$ cat config.mk
export PLATFORM = sky130hd
export DESIGN_NAME = regfile_mp
export DESIGN_NICKNAME = d
export VERILOG_FILES = /design/src/rtl/regfile_mp.sv
export SDC_FILE = /design/constraint.sdc
export NUM_CORES = 2
export LEC_CHECK = 0
export CAP_MARGIN = 20
export CORE_MARGIN = 3
export CORE_UTILIZATION = 50
export DETAILED_ROUTE_END_ITERATION = 8
export GPL_TIMING_DRIVEN = 0
export PLACE_DENSITY = 0.73
export SLEW_MARGIN = 5
export SYNTH_ARGS = -nofsm -noshare
export SYNTH_HDL_FRONTEND = slang
export SYNTH_SLANG_ARGS = --single-unit
$ cat constraint.sdc
create_clock -name clk -period 1.7 [get_ports clk]
set_input_delay 0.17 -clock clk [delete_from_list [all_inputs] [get_ports clk]]
set_output_delay 0.17 -clock clk [all_outputs]
set_load 0.05 [all_outputs]
$ cat src/rtl/regfile_mp.sv
// regfile_mp: parametrised multi-port integer register file.
// Two write ports (port 1 wins on an address conflict), NUM_RD combinational
// read ports, optional hardwired-zero entry 0, and a one-entry-per-cycle
// sweep-clear engine started by clr_req.
// Optional feature: define REGFILE_BYPASS_EN to forward same-cycle write data
// to matching read ports. Without it, a read returns the stored (pre-write) value.
module regfile_mp #(
    parameter int XLEN    = 32,
    parameter int DEPTH   = 32,
    parameter int AW      = $clog2(DEPTH),
    parameter int NUM_RD  = 2,
    parameter int ZERO_R0 = 1
) (
    input  logic                   clk,
    input  logic                   rst,
    input  logic                   clr_req,
    output logic                   busy,
    input  logic                   we0,
    input  logic [AW-1:0]          waddr0,
    input  logic [XLEN-1:0]        wdata0,
    input  logic                   we1,
    input  logic [AW-1:0]          waddr1,
    input  logic [XLEN-1:0]        wdata1,
    input  logic [NUM_RD*AW-1:0]   raddr,
    output logic [NUM_RD*XLEN-1:0] rdata
);

    localparam logic [0:0] ST_IDLE  = 1'b0;
    localparam logic [0:0] ST_CLEAR = 1'b1;

    logic [0:0]    state_q, state_d;
    logic [AW-1:0] clr_ptr_q, clr_ptr_d;
    logic          clearing;

    // All entries packed side by side; entry i lives at [i*XLEN +: XLEN].
    logic [DEPTH*XLEN-1:0] rf_flat;

    assign clearing = (state_q == ST_CLEAR);
    assign busy     = clearing;

    // Sweep FSM: one entry per cycle, returns to IDLE after clearing the last one.
    always_comb begin
        state_d   = state_q;
        clr_ptr_d = clr_ptr_q;
        if (state_q == ST_IDLE) begin
            if (clr_req) begin
                state_d   = ST_CLEAR;
                clr_ptr_d = '0;
            end
        end else begin
            clr_ptr_d = clr_ptr_q + 1'b1;
            if (clr_ptr_q == AW'(DEPTH - 1)) begin
                state_d = ST_IDLE;
            end
        end
    end

    // FSM state and sweep pointer registers.
    always_ff @(posedge clk) begin
        if (rst) begin
            state_q   <= ST_IDLE;
            clr_ptr_q <= '0;
        end else begin
            state_q   <= state_d;
            clr_ptr_q <= clr_ptr_d;
        end
    end

    // Storage: one register per entry. Entry 0 has no storage when hardwired to zero,
    // which also discards any write to it on both ports.
    genvar gi;
    generate
        for (gi = 0; gi < DEPTH; gi++) begin : g_entry
            if ((ZERO_R0 != 0) && (gi == 0)) begin : g_zero
                assign rf_flat[gi*XLEN +: XLEN] = '0;
            end else begin : g_store
                logic [XLEN-1:0] entry_q, entry_d;

                // Next value: sweep clear takes over; otherwise port 1 overrides port 0.
                always_comb begin
                    entry_d = entry_q;
                    if (clearing) begin
                        if (clr_ptr_q == AW'(gi)) begin
                            entry_d = '0;
                        end
                    end else begin
                        if (we0 && (waddr0 == AW'(gi))) begin
                            entry_d = wdata0;
                        end
                        if (we1 && (waddr1 == AW'(gi))) begin
                            entry_d = wdata1;
                        end
                    end
                end

                // Entry register, cleared by reset.
                always_ff @(posedge clk) begin
                    if (rst) begin
                        entry_q <= '0;
                    end else begin
                        entry_q <= entry_d;
                    end
                end

                assign rf_flat[gi*XLEN +: XLEN] = entry_q;
            end
        end
    endgenerate

    // Read ports: combinational, zero latency.
    genvar gk;
    generate
        for (gk = 0; gk < NUM_RD; gk++) begin : g_rd
            logic [AW-1:0]   addr;
            logic [XLEN-1:0] rd_val;

            assign addr = raddr[gk*AW +: AW];

            // Select stored word, optionally forward same-cycle writes, force zero for entry 0.
            always_comb begin
                rd_val = rf_flat[addr*XLEN +: XLEN];
`ifdef REGFILE_BYPASS_EN
                if (!clearing && !rst) begin
                    if (we0 && (waddr0 == addr)) begin
                        rd_val = wdata0;
                    end
                    if (we1 && (waddr1 == addr)) begin
                        rd_val = wdata1;
                    end
                end
`endif
                if ((ZERO_R0 != 0) && (addr == '0)) begin
                    rd_val = '0;
                end
            end

            assign rdata[gk*XLEN +: XLEN] = rd_val;
        end
    endgenerate

endmodule

==> qor.csv <==
stage;metric;value;unit
status;status;finished, violations left;
status;violations;setup timing;
timing;grt_setup_unrepaired;yes;
timing;period_share;167;%
clocking;tritoncts_num_sinks;998;
clocking;cts_made_buffers;113;
critical_path;timing.critical_path.to_type;output port;
logic_synthesis;post_synth_num_cell_types;62;
power_and_ir_drop;p_per_area;815;nW/µm²
detailed_routing;drt-vias-per-instance;8.21;
logic_synthesis;synth_cells;5091;
clocking;root_buffer;sky130_fd_sc_hd__clkbuf_16;
floorplan;dieWidth;346;µm
grt;grt_max_degree;17;
floorplan;initial_utilization;50.5;%
floorplan;ios;154;
detailed_routing;drt_wl_total;363;mm
layout;layout-area-overhead-vs-synth;31.1;%
grt;total_routing_resource_utilization_after_global_routing;56.1;%
layout;post-route-cell-area;75800;µm²
critical_path;timing.critical_path.fanout_max;10;
clocking;clock_insertion_delay_at_the_later_pin_of_the_skew_report;0.80;ns
detailed_routing;firstDrtPassIters;9;
power_and_ir_drop;p_leak;0.0283;µW
flow_run;maxCapViolations;0;
place;port_buffers;145;
place;placement.cell_area;63200;µm²
clocking;clk_transition_reported_paths;0.06;ns
floorplan;die_h;346;µm
logic_synthesis;synth_seq_area_share;34.5;%
timing;timing.final.crit_period;2.84;ns
timing;finClkSkew;0.0273;ns
timing;finalHoldViolCount;0;
place;gp_congestion;1.06;
logic_synthesis;syn_avg_cell_area;11.4;µm²
logic_synthesis;async_reset_ff_share;0;%
detailed_routing;vias;59880;
timing;setup_violations;1060;
detailed_routing;drt_drc_violations_left;0;
timing;worst_tran_pin_value;1.33;ns
clocking;h_tree_lvls;3;
floorplan;die_area;120000;µm²
critical_path;timing.critical_path.arrival;2.67;ns
timing;max_freq;352;MHz
clocking;worst_case_clock_buffer_depth;3;
grt;grt_pass1_vias;54572;
detailed_routing;drtAntennaViolNets;0;
grt;first_pass_grt_wire_length;463;mm
critical_path;timing.setup.critical_path_class;in -> out;
logic_synthesis;synth_edf_count;0;
clocking;clock_tree_from_tritoncts;built;
place;dp_hpwl;238;mm
timing;timing.final.ws_setup;-1.14;ns
power_and_ir_drop;ir_drop;987;µV
layout;layout.filler_cells;8636;
floorplan;core_area;115000;µm²
logic_synthesis;syn-num-nets;5186;
logic_synthesis;yosysWarningCount;0;
timing;final-max-slew-violation-count;0;
detailed_routing;detail_route.wl_per_cell;49.8;µm
timing;finalSetupTns;-467.94;ns
detailed_routing;drtIter0Drc;10673;
timing;max_slew_margin;11.5;%
layout;final_layout_size_suffix_gt1_share;40.8;%
layout;layout.nets;5754;
floorplan;rows;124;
critical_path;cp_data_required_time;1.53;ns
grt;initial_antenna_violation_count;34;
grt;gr-total-overflow;0;
hold_path;worst_hold_path_type;in -> reg;
critical_path;ff2ff_setup_slack;-0.70;ns
clocking;hold_buffers;0;
logic_synthesis;yosys_register_bits;998;
critical_path;critical_path.startpoint_type;input port;
logic_synthesis;post_synth_instance_area;57800;µm²
logic_synthesis;ys_dominant_reg_cell;sky130_fd_sc_hd__dfxtp_1;
## timing repair
item | in CTS | in global routing
setup buffers | 156 | 88
gates resized for setup | 1471 | 660
setup endpoints to repair | 1058 | 1060
cloned | 16 | 17
pin swaps | 149 | 101
## Yosys cell counts (5+ instances only)
cell                        count  share of area [%]
sky130_fd_sc_hd__o22ai_1       89               0.96
sky130_fd_sc_hd__buf_4         31               0.40
sky130_fd_sc_hd__a211oi_1       7              0.091
sky130_fd_sc_hd__nor2_1        87               0.56
sky130_fd_sc_hd__mux2i_1     1193                 21
sky130_fd_sc_hd__o21ai_1       11              0.095
sky130_fd_sc_hd__or3_1         33               0.36
sky130_fd_sc_hd__mux2_2        64                1.2
sky130_fd_sc_hd__or2_2          5              0.054
sky130_fd_sc_hd__clkbuf_1     374                2.4
sky130_fd_sc_hd__and3_1         5              0.054
sky130_fd_sc_hd__a21oi_1       76               0.66
sky130_fd_sc_hd__a22oi_1       96                1.2
sky130_fd_sc_hd__buf_2        254                2.2
sky130_fd_sc_hd__nor3_1         5              0.043
sky130_fd_sc_hd__dfxtp_1      998                 35
sky130_fd_sc_hd__mux4_1         7               0.32
sky130_fd_sc_hd__nand4bb_1      6               0.12
sky130_fd_sc_hd__nor2b_1       10               0.11
sky130_fd_sc_hd__nand3_1       47               0.41
sky130_fd_sc_hd__mux4_2       335                 13
sky130_fd_sc_hd__ha_1           6               0.13
sky130_fd_sc_hd__o2bb2ai_1    992                 15
sky130_fd_sc_hd__nand2b_1      15               0.16
sky130_fd_sc_hd__nand4_1       38               0.41
sky130_fd_sc_hd__mux4_4        22               0.95
sky130_fd_sc_hd__buf_6         15               0.29
sky130_fd_sc_hd__nand2_1       73               0.47
sky130_fd_sc_hd__a221oi_2      14               0.36
sky130_fd_sc_hd__a221oi_1      70                1.1
sky130_fd_sc_hd__buf_1         11              0.071
sky130_fd_sc_hd__or4_1         32               0.42
sky130_fd_sc_hd__nor2_2        14               0.15
## metal layers
layer,vias up,global-route usage (%),part of all wire (%)
met5,-,4.12,0.49
met4,57,42.3,10
met2,6700,75.8,38
li1,21527,-,-
met3,2326,33.5,18
met1,29270,64.0,33
## path summary, 6_finish.rpt
kind | from | to | depth (start not counted)
max | raddr[6] | rdata[50] | 9
min | wdata0[23] | g_entry[12].g_store.entry_q[23] | 3
max reg2reg | busy | g_entry[20].g_store.entry_q[28] | 9
min reg2reg | g_entry[27].g_store.entry_q[15] | g_entry[27].g_store.entry_q[15] | 1
## cells in the final DEF, fill, tap and decap left out, drive strengths merged, types with 64 or more instances in the layout
| master | n |
|---|---|
| o22ai | 89 |
| a21oi | 76 |
| nor2 | 102 |
| o2bb2ai | 992 |
| mux2i | 1193 |
| dfxtp | 998 |
| a221oi | 84 |
| clkbuf | 533 |
| buf | 699 |
| clkdlybuf4s50 | 72 |
| nand2 | 73 |
| mux2 | 64 |
| mux4 | 364 |
| a22oi | 96 |
## worst max-delay path, cell delays in order
cell and delay (ns):
sky130_fd_sc_hd__buf_2 0.23, sky130_fd_sc_hd__buf_12 0.21, sky130_fd_sc_hd__buf_8 0.28, sky130_fd_sc_hd__buf_8 0.31, sky130_fd_sc_hd__mux2i_1 0.35, sky130_fd_sc_hd__a21oi_1 0.11, sky130_fd_sc_hd__nand3_1 0.14, sky130_fd_sc_hd__nand4_1 0.48
sky130_fd_sc_hd__buf_6 0.35
## report_power, final
part	total (µW)	switching, µW	leakage, µW	internal, µW
combinational	12000	7900	0.0182	4140
clock	25800	11500	0.00183	14300
sequential	24000	294	0.00826	23700
## kinds of logic after synthesis
group,after synthesis,share of synthesized area [%]
buffers and inverters,700,5.64
adder cells (fa/ha/maj),6,0.130
AND/OR/NAND/NOR,399,3.78
flip-flops,998,34.5
multiplexers,1621,36.2
AO/OA/AOI/OAI,1367,19.7
## metrics by stage
step	std cells	setup slack [ns]	utilization, %	hold WS (ns)	power, µW
finish	7291	-1.14	66.2	0.136	61800
floorplan	5091	-0.291	-	0.309	29600
CTS	7157	-0.959	63.0	0.130	59500
global route	7265	-1.01	66.1	0.184	62000
global placement	6748	-3.82	54.7	0.457	33500
detailed placement	6787	-3.13	55.2	0.461	33700
## cell type report
class,instances,area [µm²],area share (%)
diodes,31,77.6,0.102
clock inverters,39,479,0.632
multi-input cells,3393,38100,50.3
plain buffers,686,5710,7.53
inverters,6,45.0,0.0594
repair buffers,461,5670,7.48
well taps,1512,1890,2.50
clock buffers,165,3240,4.28
flip-flops and latches,998,20500,27.1
## sequential cells by signal (all words and copies together) (netlist names)
register                 count
clr_ptr_q                    5
busy                         1
g_entry.g_store.entry_q    992
No activity file was read; power rests on OpenSTA's default activity.
